**src/rtl/exp_series_seq_pkg.sv**
```systemverilog
`default_nettype none
// ============================================================================
// Module      : exp_series_seq_pkg
// Description : Shared state encoding and RF control constants for the
//               e^x Horner sequencer.
// Revision    : 1.0 - initial release
// ============================================================================
package exp_series_seq_pkg;

    typedef enum logic [2:0] {
        IDLE     = 3'd0,
        RD_X     = 3'd1,
        RD_C     = 3'd2,
        MAC_GO   = 3'd3,
        MAC_WAIT = 3'd4,
        WR       = 3'd5,
        DONE     = 3'd6
    } state_t;

    // {WE, REB, REA}
    localparam logic [2:0] RF_NOP  = 3'b000;
    localparam logic [2:0] RF_RDA  = 3'b001;
    localparam logic [2:0] RF_RDAB = 3'b011;
    localparam logic [2:0] RF_WR   = 3'b100;

    localparam int COEF_BASE = 0;
    localparam int MAX_TERMS = 25;

endpackage : exp_series_seq_pkg
`default_nettype wire

```
**src/rtl/exp_seq_fsm.sv**
```systemverilog
`default_nettype none
// ============================================================================
// Module      : exp_seq_fsm
// Description : State register plus next-state / control decode for the
//               e^x Horner sequencer.
// Revision    : 1.0 - initial release
// ============================================================================
module exp_seq_fsm
    import exp_series_seq_pkg::*;
(
    input  logic       clk,
    input  logic       rst_n,
    input  logic       start,
    input  logic       n_zero,
    input  logic       k_zero,
    input  logic       fma_done,
    output state_t     state,
    output logic [2:0] rf_enable,
    output logic       busy,
    output logic       done,
    output logic       fma_start
);

    state_t r_state;
    state_t w_next;

    always_ff @(posedge clk or negedge rst_n) begin
        if (!rst_n) begin
            r_state <= IDLE;
        end else begin
            r_state <= w_next;
        end
    end

    always_comb begin
        w_next    = r_state;
        rf_enable = RF_NOP;
        busy      = 1'b1;
        done      = 1'b0;
        fma_start = 1'b0;
        case (r_state)
            IDLE: begin
                busy = 1'b0;
                if (start) w_next = RD_X;
            end
            RD_X: begin
                rf_enable = RF_RDAB;
                w_next    = n_zero ? WR : RD_C;
            end
            RD_C: begin
                rf_enable = RF_RDA;
                w_next    = MAC_GO;
            end
            MAC_GO: begin
                fma_start = 1'b1;
                w_next    = MAC_WAIT;
            end
            MAC_WAIT: begin
                if (fma_done) w_next = k_zero ? WR : RD_C;
            end
            WR: begin
                rf_enable = RF_WR;
                w_next    = DONE;
            end
            DONE: begin
                busy   = 1'b0;
                done   = 1'b1;
                w_next = IDLE;
            end
            default: begin
                busy   = 1'b0;
                w_next = IDLE;
            end
        endcase
    end

    assign state = r_state;

endmodule : exp_seq_fsm
`default_nettype wire

```
**src/rtl/exp_series_seq.sv**
```systemverilog
`default_nettype none
// ============================================================================
// Module      : exp_series_seq
// Description : Evaluates the Taylor series of e^x by Horner's method using
//               RF-resident 1/k! coefficients and an external FMA unit.
// Revision    : 1.0 - initial release
// ============================================================================
module exp_series_seq
    import exp_series_seq_pkg::*;
#(
    parameter int DATA_W    = 32,
    parameter int ADDR_W    = 6,
    parameter int NT_W      = 5,
    parameter int MAX_TERMS = exp_series_seq_pkg::MAX_TERMS
) (
    input  logic              clk,
    input  logic              rst_n,
    input  logic              start,
    input  logic [ADDR_W-1:0] x_addr,
    input  logic [ADDR_W-1:0] dst_addr,
    input  logic [NT_W-1:0]   n_terms,
    output logic              busy,
    output logic              done,
    output logic              range_err,
    output logic [2:0]        rf_enable,
    output logic [ADDR_W-1:0] rf_raa,
    output logic [ADDR_W-1:0] rf_rab,
    output logic [ADDR_W-1:0] rf_wa,
    output logic [DATA_W-1:0] rf_data_in,
    input  logic [DATA_W-1:0] rf_data_outA,
    input  logic [DATA_W-1:0] rf_data_outB,
    output logic              fma_start,
    output logic [DATA_W-1:0] fma_a,
    output logic [DATA_W-1:0] fma_b,
    output logic [DATA_W-1:0] fma_c,
    input  logic              fma_done,
    input  logic [DATA_W-1:0] fma_result
);

    localparam logic [NT_W-1:0]   C_MAX_N     = NT_W'(MAX_TERMS);
    localparam logic [ADDR_W-1:0] C_COEF_BASE = ADDR_W'(COEF_BASE);

    state_t            w_state;
    logic [DATA_W-1:0] r_x;
    logic [DATA_W-1:0] r_acc;
    logic [DATA_W-1:0] r_coef;
    logic [NT_W-1:0]   r_k;
    logic [NT_W-1:0]   r_n;
    logic [ADDR_W-1:0] r_dst;
    logic [ADDR_W-1:0] r_xaddr;
    logic              r_range_err;
    logic              w_clamp;
    logic [NT_W-1:0]   w_n;

    assign w_clamp = (n_terms > C_MAX_N);
    assign w_n     = w_clamp ? C_MAX_N : n_terms;

    exp_seq_fsm u_fsm (
        .clk       (clk),
        .rst_n     (rst_n),
        .start     (start),
        .n_zero    (r_n == '0),
        .k_zero    (r_k == '0),
        .fma_done  (fma_done),
        .state     (w_state),
        .rf_enable (rf_enable),
        .busy      (busy),
        .done      (done),
        .fma_start (fma_start)
    );

    always_ff @(posedge clk or negedge rst_n) begin
        if (!rst_n) begin
            r_x         <= '0;
            r_acc       <= '0;
            r_coef      <= '0;
            r_k         <= '0;
            r_n         <= '0;
            r_dst       <= '0;
            r_xaddr     <= '0;
            r_range_err <= 1'b0;
        end else begin
            case (w_state)
                IDLE: begin
                    if (start) begin
                        r_xaddr     <= x_addr;
                        r_dst       <= dst_addr;
                        r_n         <= w_n;
                        r_k         <= w_n;
                        r_range_err <= w_clamp;
                    end
                end
                RD_X: begin
                    // acc starts at the top coefficient c[N]
                    r_acc <= rf_data_outA;
                    r_x   <= rf_data_outB;
                    if (r_n != '0) r_k <= r_n - 1'b1;
                end
                RD_C: begin
                    r_coef <= rf_data_outA;
                end
                MAC_WAIT: begin
                    if (fma_done) begin
                        r_acc <= fma_result;
                        if (r_k != '0) r_k <= r_k - 1'b1;
                    end
                end
                default: ;
            endcase
        end
    end

    // Address/data buses are forced to zero outside the states that use them
    always_comb begin
        rf_raa     = '0;
        rf_rab     = '0;
        rf_wa      = '0;
        rf_data_in = '0;
        fma_a      = '0;
        fma_b      = '0;
        fma_c      = '0;
        case (w_state)
            RD_X: begin
                rf_raa = C_COEF_BASE + ADDR_W'(r_n);
                rf_rab = r_xaddr;
            end
            RD_C: begin
                rf_raa = C_COEF_BASE + ADDR_W'(r_k);
            end
            MAC_GO, MAC_WAIT: begin
                fma_a = r_acc;
                fma_b = r_x;
                fma_c = r_coef;
            end
            WR: begin
                rf_wa      = r_dst;
                rf_data_in = r_acc;
            end
            default: ;
        endcase
    end

    assign range_err = r_range_err;

endmodule : exp_series_seq
`default_nettype wire

```
**config.mk**
```make
export PLATFORM = sky130hd
export DESIGN_NAME = exp_series_seq
export DESIGN_NICKNAME = d
export VERILOG_FILES = /design/src/rtl/exp_series_seq_pkg.sv /design/src/rtl/exp_seq_fsm.sv /design/src/rtl/exp_series_seq.sv
export SDC_FILE = /design/constraint.sdc
export NUM_CORES = 1
export LEC_CHECK = 0
export BUFFER_PORTS_ARGS = -buffer_cell sky130_fd_sc_hd__buf_2
export CAP_MARGIN = 20
export CELL_PAD_IN_SITES_DETAIL_PLACEMENT = 2
export CELL_PAD_IN_SITES_GLOBAL_PLACEMENT = 2
export CORE_MARGIN = 10
export CORE_UTILIZATION = 30
export DETAILED_ROUTE_END_ITERATION = 8
export HOLD_SLACK_MARGIN = 0.05
export PLACE_DENSITY = 0.84
export SLEW_MARGIN = 0
export SYNTH_ARGS = -nofsm -noshare
export SYNTH_HDL_FRONTEND = slang
export SYNTH_SLANG_ARGS = --single-unit
```
**constraint.sdc**
```tcl
create_clock -name clk -period 4.2 [get_ports clk]
set_clock_uncertainty 0.1 [all_clocks]
set_input_delay 0.84 -clock clk [delete_from_list [all_inputs] [get_ports clk]]
set_output_delay 0.84 -clock clk [all_outputs]
set_load 0.02 [all_outputs]
```
==> summary.md, run 1 <==
| Metric | Value |
|---|---|
| Synth Register Bits | `122` |
| Core area | `0.02030 sq mm` |
| Final TNS setup | `0 ps` |
| Synthesized area per cell | `10.43 sq um` |
| Highest metal used | `met5` |
| CP Class | `flip-flop to primary output` |
| Row count | `52` |
| Cell Chain, Critical Path | `and3b_1, buf_4, and2_1, buf_2` |
| Clock transition at path regs | `60 ps` |
| Max-Slew Margin vs Limit | `0.3400` |
| Final hold vios | `0` |
| DRC Markers | `0` |
| DRT antenna net count | `0` |
| Wire length on met2 | `12,340 um` |
| Leakage | `4.281 nW` |
| Most area-hungry cell type in the Yosys netlist | `dfrtp_1` |
| Final min period | `3437 ps` |
| Crit. End Element | `primary output` |
| Count of final max-slew check failures | `0` |
| DR WL met3 | `1790 um` |
| Top cells by area, synth | `dfrtp_1, and2_1, mux2_2` |
| Vias in the first global route | `6,081` |
| Cell family with most CP delay | `simple AND/OR/NAND/NOR gates` |
| Commonest cells after routing, fill and taps aside | `buf_2, and2_1, dfrtp_1` |
| Slew @ Worst Pin | `990.0 ps` |
| RePlAce Congestion | `0.7566` |
| Number of top-level pins | `270` |
| CTS tree | `built` |
| Post-synth top flop | `dfrtp_1` |
| First-pass GRT wire length | `36,380 um` |
| Slowest cell on the critical path | `dfrtp_1` |
| DRT iter0 DRCs | `223` |
| Initial antenna violation count | `4` |
| Routed vias/inst | `4.720` |
| HP Class | `flip-flop to flip-flop` |
| Number of synthesized flops with an enable pin | `0` |
| HPWL Detailed | `17,720 um` |
| Critical Path AT | `2500 ps` |
| Crit path max fanout | `23` |
| Setup bufs post-CTS | `0` |
| Status | `completed` |
| Die H | `163.7 um` |
| TritonRoute pass-1 iters | `4` |
| Final Setup Violations | `0` |
| Net count after synthesis | `712` |
| I/O Buffers | `268` |
| Longest Clk Path Bufs | `2` |
| Hold-fix buffers, CTS | `0` |
| Commonest non-fill, non-tap cell in the layout | `buf_2` |
| M1 WL | `9373 um` |
| Final period util | `0.8184` |
| Post-CTS Resized | `0` |
| Seq/Total Area, Yosys | `0.4928` |
| Area grow syn2layout | `35.18%` |
| Async SR Flop Fraction | `1.000` |
| Peak VDD IR | `0.3041 mV` |
| Worst skew pair latency | `410 ps` |
| RSZ-0062 raised after global routing | `false` |
| Pwr/cell area | `834.6 mW/mm^2` |
| Root buf cell | `clkbuf_16` |
| Synth warnings | `0` |
| GRT Util Overall | `0.1746` |
| Syn Inst Count | `594` |
| Worst Path Buf+Inv | `2` |
| Total grt overflow | `0` |
| Largest net degree at the start of global routing | `71` |
| Worst Setup Start Kind | `flip-flop` |
| Library cells used by synthesis | `41` |
| Die area | `0.02680 sq mm` |
| CP peak stage delay | `730 ps` |
| Max_cap viols | `0` |
| Drt wl/cell | `21.03 um` |
| Clock Sinks | `122` |
| Layout cells sized above 1 | `0.4459` |
| Die width | `163.7 um` |
| Top cell type's share of synthesized area | `0.4928` |
| CTS Buf Count | `17` |
| Final WL | `23,790 um` |
| Vias | `5,338` |
| Fmax | `290.9 MHz` |
| Req. time, crit path | `3260 ps` |
| Syn Std Cell Area | `0.006195 sq mm` |
| Final Total Pwr | `0.006989 W` |
| Final nets | `964` |
| Initial Utilization | `0.3052` |
| Filler cells | `2,260` |
| H-tree level count | `4` |
cell usage after synthesis, types with 2 or more instances:
cell type  number
and3b_1         3
o21ai_1        12
a32o_1          2
xor2_1          4
a22oi_1         2
buf_2          24
a22o_1          5
nor2b_1         2
buf_4           4
clkbuf_1       14
xnor2_1         2
nor3b_2         2
nor3_1          5
mux2_2         66
nand2b_1        2
o21ai_0        23
and2_1        138
dfrtp_1       122
nor2_1         13
mux2i_1        35
nand2_1        83
o21a_1          2
a31oi_1         3
a21oi_1         4
and3_1          6
flip-flops by register name, summed over array words and instances, names as in the netlist:
name         flops
r_k              5
r_x             32
r_acc           32
r_n              5
u_fsm.state      3
r_xaddr          6
range_err        1
r_coef          32
r_dst            6
final timing paths:
check	start	endpoint	slack, ps	cells after the start
min in group asynchronous	rst_n	r_coef[18]$_DFFE_PN0P_	480	1
worst min-delay path	r_dst[2]$_DFFE_PN0P_	r_dst[2]$_DFFE_PN0P_	370	2
worst max-delay path	u_fsm.state[0]$_DFFE_PN0P_	rf_data_in[1]	760	4
worst max register to register	u_fsm.state[2]$_DFFE_PN0P_	r_acc[25]$_DFFE_PN0P_	1190	6
max in group asynchronous	rst_n	r_coef[27]$_DFFE_PN0P_	2690	2
worst min register to register	r_dst[2]$_DFFE_PN0P_	r_dst[2]$_DFFE_PN0P_	370	2
routing by layer:
metal	vias up	GRT usage
met1	2670	0.1922
met2	161	0.3134
met4	4	0.04184
met5	-	0
met3	19	0.06258
li1	2484	-
per-stage QoR:
stage          std cells  utilization  area [sq um]  hold WS (ps)  worst slack (ps)
4_1_cts             1129       0.4123          8369         378.0             635.2
2_1_floorplan        594            -          6195         337.4              1648
3_3_place_gp        1097       0.3820          7754         350.6              1216
3_5_place_dp        1097       0.3820          7754         362.4              1140
6_report            1131       0.4125          8374         372.5             762.8
5_1_grt             1130       0.4124          8372         409.8             496.9
cells by family (layout without fill, tap and decap cells):
family | Yosys count | after routing | share of synthesized area
xor gates and xnor gates | 6 | 6 | 0.008483
other | 1 | 3 | 0.0006054
AOI/OAI and AO/OA | 60 | 60 | 0.05999
and+or+nand+nor | 258 | 258 | 0.2238
adders and majority gates | 1 | 1 | 0.002019
muxes | 101 | 101 | 0.1765
DFF | 122 | 122 | 0.4928
buffers and inverters | 45 | 310 | 0.03575
area by class of cell:
class                           count  area (sq um)  area share
Clock inverter                     15         190.2     0.02271
Timing Repair Buffer              277          1424      0.1700
Clock buffer                       17         425.4     0.05080
Tap cell                          270         337.8     0.04034
Sequential cell                   122          3053      0.3646
Multi-Input combinational cell    427          2935      0.3505
Inverter                            1         3.754   0.0004482
Antenna cell                        2         5.005   0.0005976
worst min-delay path: cells and delay by family, from the launching register on:
| kind | cells | cell delay, ps |
|---|---|---|
| and+or+nand+nor | 2 | 110 |
| DFF | 1 | 340 |
power by group:
part           switching, W  leakage [nW]  internal [W]
clock              0.000604         0.293      0.000947
combinational       0.00191          2.53       0.00131
sequential         0.000442          1.46       0.00179
Note: power is estimated with default switching activity, not from simulation.
==> inputs of run 2 (changes only) <==
Settings changed: CORE_UTILIZATION 30 to 25, PLACE_DENSITY 0.84 to 0.75.
Clock period 4.2 ns to 2.8 ns, I/O delays scaled along.
==> summary.md, run 2 (synthesis gave the netlist of run 1 again) <==
| Metric | Value |
|---|---|
| DP Area | `0.007923 sq mm (was 0.007754 sq mm)` |
| Req. time, crit path | `2140 ps (was 3260 ps)` |
| Reg power frac | `0.317 (was 0.319)` |
| P_int | `0.005913 W (was 0.004037 W)` |
| Count of final max-slew check failures | `0 (unchanged)` |
| Max_cap viols | `0 (unchanged)` |
| Status | `completed (unchanged)` |
| Vias in the first global route | `5,959 (was 6,081)` |
| Initial antenna violation count | `3 (was 4)` |
| Fmax | `374.6 MHz` |
| Die H | `177.4 um (was 163.7 um)` |
| Number of top-level pins | `270 (unchanged)` |
| Worst Reg-to-Reg Cells | `8 (was 6)` |
| DRC Markers | `0 (unchanged)` |
| CTS tree | `built (unchanged)` |
| Finished Cell Area | `0.008499 sq mm (was 0.008374 sq mm)` |
| Total grt overflow | `0 (unchanged)` |
| Combinational cell fraction of total power | `0.480 (was 0.460)` |
| First-pass GRT wire length | `35,560 um (was 36,380 um)` |
| DRT antenna net count | `0 (unchanged)` |
| Final period util | `0.9534` |
| DRT iter0 DRCs | `192 (was 223)` |
| Crit. End Element | `primary output (unchanged)` |
| Layout cells sized above 1 | `0.4516 (was 0.4459)` |
| RSZ-0062 raised after global routing | `false (unchanged)` |
| Root buf cell | `clkbuf_16 (unchanged)` |
| Clock Sinks | `122 (unchanged)` |
| CP Class | `flip-flop to primary output (unchanged)` |
| CTS Buf Count | `17 (unchanged)` |
| Slew @ Worst Pin | `654.7 ps (was 990.0 ps)` |
| Commonest cells after routing, fill and taps aside | `buf_2, and2_1, dfrtp_1 (unchanged)` |
| Max-Slew Margin vs Limit | `0.5625 (was 0.3400)` |
| Routed vias/inst | `4.425 (was 4.720)` |
| Final worst slack | `130.5 ps (was 762.8 ps)` |
| RePlAce Congestion | `0.7342 (was 0.7566)` |
| Crit path max fanout | `50 (was 23)` |
| Worst Setup Start Kind | `flip-flop (unchanged)` |
| Commonest non-fill, non-tap cell in the layout | `buf_2 (unchanged)` |
| Final WL | `23,000 um (was 23,790 um)` |
| Final nets | `973 (was 964)` |
| Clock transition at path regs | `60 ps (about the same)` |
| Switching pwr | `0.004377 W (was 0.002952 W)` |
| Initial Utilization | `0.2547 (was 0.3052)` |
| HP Start | `dst_addr[4] (was r_dst[2]$_DFFE_PN0P_)` |
| I/O Buffers | `268 (unchanged)` |
| Hold Path End | `r_dst[4]$_DFFE_PN0P_ (was r_dst[2]$_DFFE_PN0P_)` |
| Critical Path AT | `2010 ps (was 2500 ps)` |
| Hold path depth | `3 (was 2)` |
| Pwr/cell area | `1211 mW/mm^2 (was 834.6 mW/mm^2)` |
| Sw Share | `0.4254 (was 0.4224)` |
| Worst R2R Start | `u_fsm.state[1]$_DFFE_PN0P_ (was u_fsm.state[2]$_DFFE_PN0P_)` |
| Final Setup Violations | `0 (unchanged)` |
| HPWL Detailed | `17,580 um (was 17,720 um)` |
| Longest Clk Path Bufs | `2 (unchanged)` |
| Largest net degree at the start of global routing | `65 (was 71)` |
| GRT Util Overall | `0.1444 (was 0.1746)` |
| Die area | `0.03147 sq mm (was 0.02680 sq mm)` |
| Peak VDD IR | `0.3996 mV (was 0.3041 mV)` |
| Final core utilization | `0.3495 (was 0.4125)` |
| HP Class | `input pin to flip-flop (was flip-flop to flip-flop)` |
| Drt wl/cell | `19.28 um (was 21.03 um)` |
| Placed instance count | `1,159 (was 1,097)` |
| Placement Setup Slack | `318.6 ps (was 1140 ps)` |
| Largest regs | `r_acc: 32 flops, r_coef: 32 flops, r_x: 32 flops (unchanged)` |
| Setup bufs post-CTS | `0 (unchanged)` |
| Clk pwr share | `0.203 (was 0.222)` |
| Vias | `5,279 (was 5,338)` |
| Final TNS setup | `0 ps (unchanged)` |
| Final min period | `2670 ps` |
| Final hold vios | `0 (unchanged)` |
| H-tree level count | `4 (unchanged)` |
| TritonRoute pass-1 iters | `4 (unchanged)` |
| Die width | `177.4 um (was 163.7 um)` |
| Row count | `57 (was 52)` |
| Core area | `0.02432 sq mm (was 0.02030 sq mm)` |
| Final cell count without fillers | `1,193 (was 1,131)` |
| Area grow syn2layout | `37.20% (was 35.18%)` |
| Worst skew pair latency | `410 ps (about the same)` |
| R2r setup slk | `470 ps (was 1190 ps)` |
| Leakage | `4.309 nW (was 4.281 nW)` |
| Reg-to-Reg End | `r_k[4]$_DFFE_PN0P_ (was r_acc[25]$_DFFE_PN0P_)` |
## run 2: cell types whose count changed in the layout (fill, tap and decap cells not counted), sizes merged
| cell | change |
|---|---|
| inv | +2 |
| clkbuf | +1 |
| bufinv | -3 |
| diode | -1 |
| dlygate4sd3 | +1 |
| clkinvlp | +2 |
| clkinv | -2 |
| buf | +8 |
## run 2: power by group through the flow
stage	clock [W]	sequential [W]	combinational (W)
floorplan	0	0.00304	0.00353
global route	0.00225	0.00341	0.00549
finish	0.00209	0.00326	0.00494
CTS	0.00217	0.00328	0.00508
detailed placement	0	0.00331	0.00504
global placement	0	0.00326	0.00488
## run 2: per-stage QoR
stage	power, W	hold WS (ps)
floorplan	0.006572	164.4
global placement	0.008141	348.7
detailed placement	0.008352	357.5
CTS	0.01054	210.9
global route	0.01114	227.0
finish	0.01029	235.2
## run 2: critical path, cell delays in order (launching register included)
cell     delay, ps
dfrtp_2        500
and3b_1        200
or2_2          310
buf_8          200
and2_1         210
buf_2          170
## run 2: repair_timing
action                     in CTS  in global routing
setup endpoints to repair      76                  5
pin swaps                       0                  0
hold buffers                    1                  0
hold endpoints to repair       42                  0
gates resized for setup         4                  1
## run 2: worst max path at each step
stage	start	to	slack, ps
3_5_place_dp	u_fsm.state[1]$_DFFE_PN0P_	fma_b[31]	320
3_3_place_gp	u_fsm.state[1]$_DFFE_PN0P_	fma_a[0]	340
2_1_floorplan	u_fsm.state[0]$_DFFE_PN0P_	fma_a[0]	530
6_report	u_fsm.state[1]$_DFFE_PN0P_	fma_b[31]	130
4_1_cts	u_fsm.state[1]$_DFFE_PN0P_	fma_b[31]	60
5_1_grt	u_fsm.state[1]$_DFFE_PN0P_	fma_b[31]	20
## run 2: layout make-up
| cell class | instances | area (sq um) |
|---|---|---|
| fill | 2720 | 15820 |
| sequential | 122 | 3054 |
| multi-input combinational | 427 | 2937 |
| timing repair buffer | 286 | 1546 |
| clock buffer | 18 | 439.2 |
| tap | 324 | 405.4 |
| clock inverter | 14 | 111.4 |
| inverter | 1 | 3.754 |
| antenna | 1 | 2.502 |
## run 2: metal layers
metal | wire length, um | track usage
met2 | 11550 | 0.2517
met1 | 9525 | 0.1619
met4 | 212 | 0.03890
met5 | 18 | 0
met3 | 1700 | 0.05419
